File: src/rtl/sc_statemachine_unaryop.sv
// ---------------------------------------------------------------------------
// sc_statemachine_unaryop
//
// Microprogrammed controller that runs one unary operation (MOV, NEG, ABS,
// NABS) on the register-file / ALU / shifter datapath per start request.
// Negation is done in two passes: the source goes through ALU NOT into the
// destination, then the destination goes through ALU INC back into itself.
//
// Optional feature macro: SC_STATEMACHINE_UNARYOP_OVERFLOW_EN
//   defined   : Error_Out flags an overflow seen during the INC pass and
//               holds it until the next accepted start.
//   undefined : Error_Out is tied low and Overflow_InLow is ignored.
//
// Ports
//   SC_STATEMACHINE_UNARYOP_CLOCK_50                   clock, rising edge
//   SC_STATEMACHINE_UNARYOP_Reset_InLow                async reset, active low
//   SC_STATEMACHINE_UNARYOP_Start_InHigh               start, sampled in IDLE
//   SC_STATEMACHINE_UNARYOP_Mode_In                    00 MOV 01 NEG 10 ABS 11 NABS
//   SC_STATEMACHINE_UNARYOP_Src_In                     source BUSA code
//   SC_STATEMACHINE_UNARYOP_Dst_In                     destination decoder code
//   SC_STATEMACHINE_UNARYOP_Overflow_InLow             ALU overflow flag, active low
//   SC_STATEMACHINE_UNARYOP_Negative_InLow             ALU negative flag, active low
//   SC_STATEMACHINE_UNARYOP_DecoderSelectionWrite_Out  write decoder (all-ones = none)
//   SC_STATEMACHINE_UNARYOP_MUXSelectionBUSA_Out       BUSA mux (all-ones = idle)
//   SC_STATEMACHINE_UNARYOP_MUXSelectionBUSB_Out       BUSB mux (all-ones = idle)
//   SC_STATEMACHINE_UNARYOP_ALUSelection_Out           ALU opcode
//   SC_STATEMACHINE_UNARYOP_RegSHIFTERLoad_OutLow      0 = load shifter
//   SC_STATEMACHINE_UNARYOP_RegSHIFTERShiftSelection_OutLow  shift mode, held all-ones
//   SC_STATEMACHINE_UNARYOP_Busy_Out                   high outside IDLE
//   SC_STATEMACHINE_UNARYOP_Done_Out                   one-cycle completion pulse
//   SC_STATEMACHINE_UNARYOP_Error_Out                  sticky overflow flag
// ---------------------------------------------------------------------------
module sc_statemachine_unaryop #(
    parameter int DATAWIDTH_DECODER_SELECTION    = 3,
    parameter int DATAWIDTH_MUX_SELECTION        = 3,
    parameter int DATAWIDTH_ALU_SELECTION        = 4,
    parameter int DATAWIDTH_REGSHIFTER_SELECTION = 2,
    parameter logic [DATAWIDTH_ALU_SELECTION-1:0] ALU_PASS = 4'b0000,
    parameter logic [DATAWIDTH_ALU_SELECTION-1:0] ALU_NOT  = 4'b0011,
    parameter logic [DATAWIDTH_ALU_SELECTION-1:0] ALU_INC  = 4'b1010,
    parameter logic [DATAWIDTH_ALU_SELECTION-1:0] ALU_IDLE = 4'b1111
) (
    input  logic                                      SC_STATEMACHINE_UNARYOP_CLOCK_50,
    input  logic                                      SC_STATEMACHINE_UNARYOP_Reset_InLow,
    input  logic                                      SC_STATEMACHINE_UNARYOP_Start_InHigh,
    input  logic [1:0]                                SC_STATEMACHINE_UNARYOP_Mode_In,
    input  logic [DATAWIDTH_MUX_SELECTION-1:0]        SC_STATEMACHINE_UNARYOP_Src_In,
    input  logic [DATAWIDTH_DECODER_SELECTION-1:0]    SC_STATEMACHINE_UNARYOP_Dst_In,
    input  logic                                      SC_STATEMACHINE_UNARYOP_Overflow_InLow,
    input  logic                                      SC_STATEMACHINE_UNARYOP_Negative_InLow,
    output logic [DATAWIDTH_DECODER_SELECTION-1:0]    SC_STATEMACHINE_UNARYOP_DecoderSelectionWrite_Out,
    output logic [DATAWIDTH_MUX_SELECTION-1:0]        SC_STATEMACHINE_UNARYOP_MUXSelectionBUSA_Out,
    output logic [DATAWIDTH_MUX_SELECTION-1:0]        SC_STATEMACHINE_UNARYOP_MUXSelectionBUSB_Out,
    output logic [DATAWIDTH_ALU_SELECTION-1:0]        SC_STATEMACHINE_UNARYOP_ALUSelection_Out,
    output logic                                      SC_STATEMACHINE_UNARYOP_RegSHIFTERLoad_OutLow,
    output logic [DATAWIDTH_REGSHIFTER_SELECTION-1:0] SC_STATEMACHINE_UNARYOP_RegSHIFTERShiftSelection_OutLow,
    output logic                                      SC_STATEMACHINE_UNARYOP_Busy_Out,
    output logic                                      SC_STATEMACHINE_UNARYOP_Done_Out,
    output logic                                      SC_STATEMACHINE_UNARYOP_Error_Out
);

    localparam logic [DATAWIDTH_DECODER_SELECTION-1:0]    DEC_NONE   = '1;
    localparam logic [DATAWIDTH_MUX_SELECTION-1:0]        MUX_IDLE   = '1;
    localparam logic [DATAWIDTH_REGSHIFTER_SELECTION-1:0] SHIFT_NONE = '1;

    localparam logic [1:0] MODE_MOV = 2'b00;
    localparam logic [1:0] MODE_NEG = 2'b01;
    localparam logic [1:0] MODE_ABS = 2'b10;

    typedef enum logic [3:0] {
        IDLE    = 4'd0,
        EVAL    = 4'd1,
        A_SETUP = 4'd2,
        A_LOAD  = 4'd3,
        A_WRITE = 4'd4,
        B_SETUP = 4'd5,
        B_LOAD  = 4'd6,
        B_WRITE = 4'd7,
        DONE    = 4'd8
    } state_t;

    state_t state;
    state_t state_next;

    logic [1:0]                             mode_reg;
    logic [DATAWIDTH_MUX_SELECTION-1:0]     src_reg;
    logic [DATAWIDTH_DECODER_SELECTION-1:0] dst_reg;
    logic                                   negate_reg;
    logic                                   negate_eval;
    logic                                   accept;
    logic [DATAWIDTH_MUX_SELECTION-1:0]     dst_as_mux;

    assign accept = (state == IDLE) && SC_STATEMACHINE_UNARYOP_Start_InHigh;

    // The INC pass reads the destination back over BUSA, so the decoder code
    // is reused as a mux code (zero-extended or truncated to the mux width).
    assign dst_as_mux = DATAWIDTH_MUX_SELECTION'(dst_reg);

    // State register; reset drops straight to IDLE so the combinational
    // outputs fall to the idle vector without waiting for a clock.
    always_ff @(posedge SC_STATEMACHINE_UNARYOP_CLOCK_50 or negedge SC_STATEMACHINE_UNARYOP_Reset_InLow) begin
        if (!SC_STATEMACHINE_UNARYOP_Reset_InLow) begin
            state <= IDLE;
        end else begin
            state <= state_next;
        end
    end

    // Next-state logic: fixed microsequence, with the second (INC) pass only
    // taken when the operation needs a two's-complement negation.
    always_comb begin
        state_next = IDLE;
        case (state)
            IDLE:    state_next = accept ? EVAL : IDLE;
            EVAL:    state_next = A_SETUP;
            A_SETUP: state_next = A_LOAD;
            A_LOAD:  state_next = A_WRITE;
            A_WRITE: state_next = negate_reg ? B_SETUP : DONE;
            B_SETUP: state_next = B_LOAD;
            B_LOAD:  state_next = B_WRITE;
            B_WRITE: state_next = DONE;
            DONE:    state_next = IDLE;
            default: state_next = IDLE;
        endcase
    end

    // Negate decision made from the sign flag produced while EVAL passes the
    // source through the ALU.  The flag is active low: 0 means negative.
    always_comb begin
        negate_eval = 1'b0;
        case (mode_reg)
            MODE_MOV: negate_eval = 1'b0;
            MODE_NEG: negate_eval = 1'b1;
            MODE_ABS: negate_eval = ~SC_STATEMACHINE_UNARYOP_Negative_InLow;
            default:  negate_eval = SC_STATEMACHINE_UNARYOP_Negative_InLow;
        endcase
    end

    // Operand capture at the accepted start, and the negate decision latched
    // on leaving EVAL; inputs are ignored for the rest of the operation.
    always_ff @(posedge SC_STATEMACHINE_UNARYOP_CLOCK_50 or negedge SC_STATEMACHINE_UNARYOP_Reset_InLow) begin
        if (!SC_STATEMACHINE_UNARYOP_Reset_InLow) begin
            mode_reg   <= MODE_MOV;
            src_reg    <= MUX_IDLE;
            dst_reg    <= DEC_NONE;
            negate_reg <= 1'b0;
        end else begin
            if (accept) begin
                mode_reg <= SC_STATEMACHINE_UNARYOP_Mode_In;
                src_reg  <= SC_STATEMACHINE_UNARYOP_Src_In;
                dst_reg  <= SC_STATEMACHINE_UNARYOP_Dst_In;
            end
            if (state == EVAL) begin
                negate_reg <= negate_eval;
            end
        end
    end

`ifdef SC_STATEMACHINE_UNARYOP_OVERFLOW_EN
    logic error_reg;

    // Overflow can only arise in the INC pass (negating the most-negative
    // value); the flag is sticky until the next operation is accepted.
    always_ff @(posedge SC_STATEMACHINE_UNARYOP_CLOCK_50 or negedge SC_STATEMACHINE_UNARYOP_Reset_InLow) begin
        if (!SC_STATEMACHINE_UNARYOP_Reset_InLow) begin
            error_reg <= 1'b0;
        end else if (accept) begin
            error_reg <= 1'b0;
        end else if ((state == B_LOAD) && !SC_STATEMACHINE_UNARYOP_Overflow_InLow) begin
            error_reg <= 1'b1;
        end
    end

    assign SC_STATEMACHINE_UNARYOP_Error_Out = error_reg;
`else
    logic unused_overflow;
    assign unused_overflow                   = SC_STATEMACHINE_UNARYOP_Overflow_InLow;
    assign SC_STATEMACHINE_UNARYOP_Error_Out = 1'b0;
`endif

    // Output decode: every state starts from the idle vector and overrides
    // only the control lines its micro-step needs.
    always_comb begin
        SC_STATEMACHINE_UNARYOP_DecoderSelectionWrite_Out       = DEC_NONE;
        SC_STATEMACHINE_UNARYOP_MUXSelectionBUSA_Out            = MUX_IDLE;
        SC_STATEMACHINE_UNARYOP_MUXSelectionBUSB_Out            = MUX_IDLE;
        SC_STATEMACHINE_UNARYOP_ALUSelection_Out                = ALU_IDLE;
        SC_STATEMACHINE_UNARYOP_RegSHIFTERLoad_OutLow           = 1'b1;
        SC_STATEMACHINE_UNARYOP_RegSHIFTERShiftSelection_OutLow = SHIFT_NONE;
        SC_STATEMACHINE_UNARYOP_Busy_Out                        = 1'b0;
        SC_STATEMACHINE_UNARYOP_Done_Out                        = 1'b0;
        case (state)
            IDLE: begin
            end
            EVAL: begin
                SC_STATEMACHINE_UNARYOP_Busy_Out             = 1'b1;
                SC_STATEMACHINE_UNARYOP_MUXSelectionBUSA_Out = src_reg;
                SC_STATEMACHINE_UNARYOP_ALUSelection_Out     = ALU_PASS;
            end
            A_SETUP, A_LOAD: begin
                SC_STATEMACHINE_UNARYOP_Busy_Out              = 1'b1;
                SC_STATEMACHINE_UNARYOP_MUXSelectionBUSA_Out  = src_reg;
                SC_STATEMACHINE_UNARYOP_ALUSelection_Out      = negate_reg ? ALU_NOT : ALU_PASS;
                SC_STATEMACHINE_UNARYOP_RegSHIFTERLoad_OutLow = (state != A_LOAD);
            end
            A_WRITE, B_WRITE: begin
                SC_STATEMACHINE_UNARYOP_Busy_Out                  = 1'b1;
                SC_STATEMACHINE_UNARYOP_DecoderSelectionWrite_Out = dst_reg;
            end
            B_SETUP, B_LOAD: begin
                SC_STATEMACHINE_UNARYOP_Busy_Out              = 1'b1;
                SC_STATEMACHINE_UNARYOP_MUXSelectionBUSA_Out  = dst_as_mux;
                SC_STATEMACHINE_UNARYOP_ALUSelection_Out      = ALU_INC;
                SC_STATEMACHINE_UNARYOP_RegSHIFTERLoad_OutLow = (state != B_LOAD);
            end
            DONE: begin
                SC_STATEMACHINE_UNARYOP_Busy_Out = 1'b1;
                SC_STATEMACHINE_UNARYOP_Done_Out = 1'b1;
            end
            default: begin
            end
        endcase
    end

endmodule

File: config.mk
export PLATFORM = sky130hd
export DESIGN_NAME = sc_statemachine_unaryop
export DESIGN_NICKNAME = d
export VERILOG_FILES = /design/src/rtl/sc_statemachine_unaryop.sv
export SDC_FILE = /design/constraint.sdc
export NUM_CORES = 1
export LEC_CHECK = 0
export ABC_AREA = 1
export CORE_MARGIN = 2
export CORE_UTILIZATION = 45
export CTS_CLUSTER_DIAMETER = 120
export DETAILED_ROUTE_END_ITERATION = 8
export HOLD_SLACK_MARGIN = 0.05
export PLACE_DENSITY_LB_ADDON = 0.3
export SLEW_MARGIN = 20
export SYNTH_ARGS = -nofsm -noshare
export SYNTH_HDL_FRONTEND = slang
export SYNTH_SLANG_ARGS = --single-unit
File: constraint.sdc
create_clock -name SC_STATEMACHINE_UNARYOP_CLOCK_50 -period 3.4 [get_ports SC_STATEMACHINE_UNARYOP_CLOCK_50]
set_clock_uncertainty 0.2 [all_clocks]
set_input_delay 0.68 -clock SC_STATEMACHINE_UNARYOP_CLOCK_50 [delete_from_list [all_inputs] [get_ports SC_STATEMACHINE_UNARYOP_CLOCK_50]]
set_output_delay 0.68 -clock SC_STATEMACHINE_UNARYOP_CLOCK_50 [all_outputs]
set_load 0.1 [all_outputs]
==> results_dict.tcl, run 1 <==
set metrics [dict create \
    status "completed" \
    rsz0062_at_grt "false" \
    synth.distinct_cells 21 \
    syn_avg_cell_area_um2 7.78 \
    antenna_found_initial 0 \
    crit_top_cell "nand2_1" \
    grt_usage_pct 16.6 \
    post_cts_buffers 0 \
    routed.top_layer "met4" \
    detailedPlace.worstSlack_ns 1.07 \
    drt-total-wl_um 1610 \
    worst_slew_pin_slew_ns 0.579 \
    synth-seq-area-share_pct 38.6 \
    via_per_inst 4.66 \
    port_buffers 24 \
    num_io_pins 32 \
    fill_cells 173 \
    cp_max_fo 6 \
    ys_warn_count 0 \
    clk_latency_ns 0.28 \
    cpMaxStageDelayCell "dfrtp_1" \
    final.setup.tns_ns 0 \
    synthCells 111 \
    cts_buffer_depth 2 \
    cts.sinks 13 \
    cp_num_buf_inv 2 \
    die_width_um 47.8 \
    cp_data_required_time_ns 2.52 \
    place_inst 157 \
    worstSetupStartpointType "register" \
    gp_congestion 0.893 \
    timing.final.ws_setup_ns 0.760 \
    dr.pass1.iters 4 \
    slowest_delay_ns 0.43 \
    route.met2.wl_um 798 \
    drtIter0Drc 15 \
    fmax_ghz 0.379 \
    grt_max_degree 18 \
    dr_wl_met3_um 77 \
    initial_utilization_pct 48.9 \
    critPathKind "register to output pin" \
    route.vias.total 751 \
    ff2ff_setup_slack_ns 1.93 \
    final_common_cell "nand2_1" \
    cts_resized 0 \
    syn_area_um2 863 \
    core_um2 1760 \
    finalSetupViolCount 0 \
    hp-class "register to register" \
    wl_per_cell_um 10.0 \
    grt_pass1_wl_um 2660 \
    h-tree-depth 1 \
    drc 0 \
    overflow 0 \
    die_h_um 47.8 \
    syn_to_final_growth_pct 25.9 \
    ant_nets 0 \
    largest_reg_flops 4 \
    grt_pass1_vias 609 \
    multiInputGateArea_um2 410 \
    diodes 0 \
    ys_seq_elements 13 \
    end_kind "output pin" \
    cts-root-buf "clkbuf_4" \
    layout-drive-gt1-share_pct 32.4 \
    post-route-period-util_pct 77.6 \
    hold_viol_final 0 \
    cts_inserted_buffers 3 \
    cts_tree "done" \
    max-cap-violations 0 \
    rows 15 \
    drt-met1-wl_um 718 \
    dp_hpwl_um 1290 \
    crit_path_cell_trace "inv_1, nand2_1, nor2_1, nand2_1, nand3_1, buf_4" \
    seqCellArea_um2 333 \
    fin_crit_ns 2.64 \
    final_cells 161 \
    final_cell_mix "25 x nand2_1, 19 x inv_1, 15 x nand3_1" \
    arrival_ns 1.76 \
    clk_pin_slew_worst_paths_ns 0.08 \
    cts_hold_buf 0 \
    drv_slew 0 \
    fin_nets 150 \
    die-area_um2 2280 \
    crit_family "simple AND/OR/NAND/NOR gates" \
    slew_headroom_pct 61.3 \
]
[metal layers]
layer	up-vias	GRT usage (%)
li1	381	-
met1	341	24.1
met2	26	24.3
met3	3	3.40
met4	0	6.49
met5	-	0
[logic make-up after synthesis]
logic type,share of synthesized area (%)
AND/OR/NAND/NOR,34.1
flip-flops,38.6
AO/OA/AOI/OAI,10.4
other,0.870
buffers and inverters,16.1
[worst min-delay path, delay by kind of cell, from the launching register on]
family	cells	cell delay, ns
AO/OA/AOI/OAI	1	0.05
flip-flops	1	0.37
AND/OR/NAND/NOR	1	0.07
[cell type report]
type | instances | share of cell area, %
well taps | 25 | 2.88
clock buffers | 4 | 2.42
repair buffers | 24 | 19.1
inverters | 21 | 7.25
multi-input cells | 74 | 37.7
flip-flops and latches | 13 | 30.6
[final timing paths]
path / from / cells past startpoint / end
max: state[2] / 6 / SC_STATEMACHINE_UNARYOP_MUXSelectionBUSA_Out[1]
min: src_reg[1] / 2 / src_reg[1]
max reg2reg: state[3] / 4 / mode_reg[1]
min reg2reg: src_reg[1] / 2 / src_reg[1]
max in group asynchronous: SC_STATEMACHINE_UNARYOP_Reset_InLow / 1 / src_reg[1]
min in group asynchronous: SC_STATEMACHINE_UNARYOP_Reset_InLow / 1 / state[3]
[stage by stage]
step           util, %  hold slack, ns  cell area, um^2
2_1_floorplan        -           0.184              882
3_3_place_gp      60.1           0.272             1060
3_5_place_dp      60.1           0.274             1060
4_1_cts           61.6           0.286             1090
5_1_grt           61.6           0.304             1090
6_report          61.6           0.285             1090
[synth_stat cells]
cell type   n  area [um^2]
nand2_1    25         93.8
inv_1      19         71.3
nand3_1    15         75.1
o21ai_2     8         70.1
dfrtp_1     7          175
buf_4       6         45.0
dfstp_2     6          158
nand2_2     4         25.0
nor2_1      4         15.0
nor2_4      3         33.8
conb_1      2         7.51
inv_2       2         7.51
o21ai_0     2         10.0
a21oi_1     1         5.00
buf_8       1         15.0
nand2_4     1         11.3
nand3_4     1         17.5
nand4_1     1         6.26
nor2_2      1         6.26
nor3_2      1         10.0
o21ai_1     1         5.00
Power of run 1 is not shown: default switching activity piles up to over one toggle a cycle in this logic, so the estimate is an artifact.
==> run 2, diff against run 1 <==
--- a/config.mk
+++ b/config.mk
@@ -7,7 +7,7 @@
 export LEC_CHECK = 0
 export ABC_AREA = 1
 export CORE_MARGIN = 2
-export CORE_UTILIZATION = 45
+export CORE_UTILIZATION = 43
 export CTS_CLUSTER_DIAMETER = 120
 export DETAILED_ROUTE_END_ITERATION = 8
 export HOLD_SLACK_MARGIN = 0.05
==> constraint.sdc (replaced) <==
create_clock -name SC_STATEMACHINE_UNARYOP_CLOCK_50 -period 2.75 [get_ports SC_STATEMACHINE_UNARYOP_CLOCK_50]
set_clock_uncertainty 0.2 [all_clocks]
set_input_delay 0.55 -clock SC_STATEMACHINE_UNARYOP_CLOCK_50 [delete_from_list [all_inputs] [get_ports SC_STATEMACHINE_UNARYOP_CLOCK_50]]
set_output_delay 0.55 -clock SC_STATEMACHINE_UNARYOP_CLOCK_50 [all_outputs]
set_load 0.1 [all_outputs]
==> results_dict.tcl, run 2 (same netlist as run 1, synthesis figures left out) <==
set metrics [dict create \
    status "completed" \
    r2r_start "state[1]" \
    syn_to_final_growth_pct 43.5 \
    grt_max_degree 18 \
    dp_hpwl_um 1400 \
    r2r_end "mode_reg[0]" \
    num_io_pins 32 \
    diodes 0 \
    wl_per_cell_um 10.8 \
    drv_slew 0 \
    cts_resized 0 \
    post-route-period-util_pct 89.5 \
    layout-drive-gt1-share_pct 33.8 \
    clk_latency_ns 0.29 \
    multiInputGateArea_um2 420 \
    ff2ff_setup_slack_ns 1.25 \
    cts_buffer_depth 2 \
    drt-total-wl_um 1760 \
    cts_tree "done" \
    ant_nets 0 \
    grt_usage_pct 16.5 \
    grt_pass1_wl_um 2970 \
    slew_headroom_pct 61.7 \
    die_width_um 48.8 \
    port_buffers 24 \
    cp_data_required_time_ns 2.00 \
    fin_crit_ns 2.46 \
    hp-class "register to register" \
    via_per_inst 4.56 \
    final_cell_mix "24 x nand2_1, 19 x inv_1, 15 x nand3_1" \
    overflow 0 \
    die_h_um 48.8 \
    hold_viol_final 0 \
    startpoint "state[2]" \
    worst_slew_pin_slew_ns 0.572 \
    drtIter0Drc 11 \
    largest_reg_flops 4 \
    route.vias.total 743 \
    initial_utilization_pct 44.9 \
    drc 0 \
    worstSetupStartpointType "register" \
    cts_hold_buf 0 \
    h-tree-depth 1 \
    max-cap-violations 0 \
    critPathKind "register to output pin" \
    reg2regPathDepth 4 \
    post_cts_buffers 0 \
    rows 16 \
    final.setup.tns_ns 0 \
    cts.sinks 13 \
    cp_max_fo 6 \
    antenna_found_initial 0 \
    dr.pass1.iters 4 \
    cts_inserted_buffers 3 \
    fin_nets 150 \
    cp-endpoint "SC_STATEMACHINE_UNARYOP_MUXSelectionBUSA_Out[1]" \
    final_common_cell "nand2_1" \
    core_um2 1920 \
    grt_pass1_vias 650 \
    finalSetupViolCount 0 \
    clk_pin_slew_worst_paths_ns 0.08 \
    rsz0062_at_grt "false" \
    fmax_ghz 0.406 \
    die-area_um2 2380 \
    gp_congestion 0.902 \
    seqCellArea_um2 333 \
    end_kind "output pin" \
    fill_cells 183 \
    cts-root-buf "clkbuf_4" \
    arrival_ns 1.71 \
]
-- run 2: final cells by class --
| class | count | area share [%] |
|---|---|---|
| clock buffers | 3 | 1.82 |
| clock inverters | 1 | 0.404 |
| inverters | 21 | 6.36 |
| multi-input cells | 74 | 33.9 |
| flip-flops and latches | 13 | 26.9 |
| well taps | 27 | 2.73 |
| repair buffers | 24 | 27.9 |
-- run 2: worst min path at each step --
stage / from / end / depth (start not counted)
after floorplan: SC_STATEMACHINE_UNARYOP_Reset_InLow / mode_reg[0] / 0
after global placement: src_reg[1] / src_reg[1] / 2
after detailed placement: src_reg[1] / src_reg[1] / 2
after CTS: src_reg[1] / src_reg[1] / 2
after global routing: src_reg[1] / src_reg[1] / 2
final: src_reg[1] / src_reg[1] / 2
-- run 2: through the flow --
| step | utilization, % | hold WS [ns] | instance area [um^2] | std cells | setup slack (ns) |
|---|---|---|---|---|---|
| 2_1_floorplan | - | 0.0544 | 892 | 115 | 0.0129 |
| 3_3_place_gp | 63.0 | 0.272 | 1210 | 159 | 0.644 |
| 3_5_place_dp | 63.0 | 0.276 | 1210 | 159 | 0.621 |
| 4_1_cts | 64.5 | 0.288 | 1240 | 163 | 0.291 |
| 5_1_grt | 64.5 | 0.297 | 1240 | 163 | 0.175 |
| 6_report | 64.5 | 0.285 | 1240 | 163 | 0.290 |
-- run 2: metal layers --
layer | vias up | share of wire (%) | global-route usage [%]
li1 | 381 | - | -
met3 | 4 | 7.3 | 7.06
met1 | 329 | 40 | 19.1
met4 | 0 | 2.3 | 8.10
met2 | 29 | 50 | 26.3
met5 | - | 0 | 0
-- run 2: critical path: stages, from the launching register on --
cell and delay, ns:
dfrtp_1 0.42, inv_1 0.24, nand2_1 0.13, nor2_1 0.21, nand2_1 0.09, nand3_1 0.14, buf_12 0.19
Power of run 2 is left out for the same reason.
==> run 3, diff against run 2 <==
--- a/config.mk
+++ b/config.mk
@@ -5,9 +5,7 @@
 export SDC_FILE = /design/constraint.sdc
 export NUM_CORES = 1
 export LEC_CHECK = 0
-export ABC_AREA = 1
-export CORE_MARGIN = 2
-export CORE_UTILIZATION = 43
+export CORE_UTILIZATION = 39
 export CTS_CLUSTER_DIAMETER = 120
 export DETAILED_ROUTE_END_ITERATION = 8
 export HOLD_SLACK_MARGIN = 0.05
==> constraint.sdc (replaced) <==
create_clock -name SC_STATEMACHINE_UNARYOP_CLOCK_50 -period 2.15 [get_ports SC_STATEMACHINE_UNARYOP_CLOCK_50]
set_clock_uncertainty 0.2 [all_clocks]
set_input_delay 0.43 -clock SC_STATEMACHINE_UNARYOP_CLOCK_50 [delete_from_list [all_inputs] [get_ports SC_STATEMACHINE_UNARYOP_CLOCK_50]]
set_output_delay 0.43 -clock SC_STATEMACHINE_UNARYOP_CLOCK_50 [all_outputs]
set_load 0.1 [all_outputs]
==> results_dict.tcl, run 3 <==
set metrics [dict create \
    synth.area.top_cells "dfrtp_1 19%, dfstp_2 18%, mux2_4 13%, buf_4 6.7%, nor2_8 4.5%" \
    overflow 0 \
    route.vias.total 681 \
    h-tree-depth 1 \
    antenna_found_initial 0 \
    synthTopCellsByCount "8 x buf_4, 8 x mux2_4, 7 x dfrtp_1" \
    synthMuxAreaShare_pct 16.9 \
    syn_area_um2 898 \
    rows 17 \
    worst_slew_pin_slew_ns 0.567 \
    synth-seq-area-share_pct 37.0 \
    dp_hpwl_um 1370 \
    grt_usage_pct 16.7 \
    dr.pass1.iters 4 \
    syn_avg_cell_area_um2 10.6 \
    routed.top_layer "met3" \
    cts-root-buf "clkbuf_4" \
    grt_max_degree 14 \
    dr_wl_met3_um 78 \
    slowest_delay_ns 0.47 \
    cp_max_fo 5 \
    synthCells 85 \
    fin_nets 127 \
    final_cell_mix "14 x buf_12, 11 x clkdlybuf4s50_1, 8 x mux2_4" \
    timing.final.ws_setup_ns -0.0172 \
    crit_family "flip-flops" \
    worstSetupStartpointType "register" \
    gp_congestion 0.765 \
    synth.distinct_cells 29 \
    drt-total-wl_um 1860 \
    hold_viol_final 0 \
    route.met2.wl_um 991 \
    largest_reg_flops 4 \
    critPathKind "register to output pin" \
    drtIter0Drc 7 \
    cts_buffer_depth 2 \
    ant_nets 0 \
    end_kind "output pin" \
    diodes 0 \
    status "finished, violations left" \
    async_flop_share_pct 100 \
    fmax_ghz 0.461 \
    final_common_cell "buf_12" \
    grt_pass1_wl_um 3170 \
    cts.sinks 13 \
    slew_headroom_pct 62.0 \
    port_buffers 24 \
    synth-adder-area-share_pct 0 \
    die_width_um 50.0 \
    hp-class "primary input to asynchronous set/reset pin" \
    cts_hold_buf 0 \
    ys_warn_count 0 \
    finalSetupViolCount 3 \
    max-cap-violations 0 \
    post-route-period-util_pct 101 \
    die_h_um 50.0 \
    cts_inserted_buffers 3 \
    drc 0 \
    clk_pin_slew_worst_paths_ns 0.08 \
    yosys.area_share.xor_xnor_pct 3.90 \
    wl_per_cell_um 13.2 \
    clk_latency_ns 0.28 \
    via_per_inst 4.83 \
    crit_path_cell_trace "xor2_2, or3_4, buf_12" \
    synth_ff_type "dfrtp_1" \
    final.setup.tns_ns -0.0461 \
    core_um2 2190 \
    yosys.area_share.simple_pct 19.5 \
    grt_pass1_vias 722 \
    fin_crit_ns 2.17 \
    ys_seq_elements 13 \
    die-area_um2 2500 \
    yosysTopAreaCell "dfrtp_1" \
    rsz0062_at_grt "true" \
    cts_tree "done" \
    drt-met1-wl_um 786 \
    initial_utilization_pct 41.0 \
    layout-drive-gt1-share_pct 56.6 \
    cp_num_buf_inv 1 \
    synth_top_family_by_area "simple AND/OR/NAND/NOR gates" \
    synth_edf_count 0 \
    synth_top_cell_area_share_pct 19.5 \
    cpMaxStageDelayCell "dfrtp_2" \
    cp_data_required_time_ns 1.52 \
    violations "setup timing" \
    syn_to_final_growth_pct 57.8 \
    num_io_pins 32 \
    drv_slew 0 \
    synth_compound_area_share_pct 9.47 \
    arrival_ns 1.54 \
]
run 3: worst paths after layout:
kind,startpoint,endpoint,slack [ns],cells past startpoint
setup / recovery,state[1],SC_STATEMACHINE_UNARYOP_DecoderSelectionWrite_Out[0],-0.02,3
hold / removal,SC_STATEMACHINE_UNARYOP_Reset_InLow,mode_reg[1],0.31,1
setup reg to reg,state[1],mode_reg[1],0.51,4
hold reg to reg,mode_reg[1],mode_reg[1],0.31,1
max in group asynchronous,SC_STATEMACHINE_UNARYOP_Reset_InLow,state[2],1.03,1
min in group SC_STATEMACHINE_UNARYOP_CLOCK_50,mode_reg[1],mode_reg[1],0.31,1
run 3: stage by stage:
| step | instances | worst slack, ns | utilization (%) | cell area [um^2] | hold slack [ns] |
|---|---|---|---|---|---|
| floorplan | 89 | -0.0863 | - | 966 | -0.0656 |
| global placement | 134 | 0.155 | 60.5 | 1330 | 0.291 |
| detailed placement | 134 | 0.140 | 60.5 | 1330 | 0.302 |
| CTS | 138 | -0.0266 | 63.0 | 1380 | 0.318 |
| global route | 141 | -0.0715 | 64.7 | 1420 | 0.335 |
| finish | 141 | -0.0172 | 64.7 | 1420 | 0.313 |
run 3: worst reg2reg max path, stage by stage, from the launching register on:
cell	delay, ns
dfrtp_2	0.47
buf_4	0.20
nor2_8	0.14
nand3_4	0.18
mux2_4	0.34
run 3: logic make-up (layout without fill, tap and decap cells):
| group | Yosys count | after routing |
|---|---|---|
| AO/OA/AOI/OAI | 14 | 14 |
| XOR/XNOR | 4 | 4 |
| other | 2 | 6 |
| buffers and inverters | 15 | 39 |
| multiplexers | 11 | 11 |
| AND/OR/NAND/NOR | 26 | 26 |
| flip-flops | 13 | 13 |
run 3: routing by layer:
layer | track usage [%] | vias up
li1 | - | 330
met1 | 18.8 | 329
met2 | 30.0 | 22
met3 | 3.09 | 0
met4 | 7.14 | 0
met5 | 0 | -
run 3: area by class of cell:
class,count,area [um^2]
clock buffers,3,22.5
clock inverters,1,5.00
fillers,163,773
inverters,2,7.51
multi-input cells,61,556
flip-flops and latches,13,338
well taps,28,35.0
repair buffers,33,454
run 3: what timing repair did:
action,4_1_cts,5_1_grt
hold endpoints to repair,0,0
setup buffers,0,3
gates resized for setup,8,4
endpoints found under the setup margin,10,10
gates cloned,0,0
Power of run 3 is left out for the same reason.
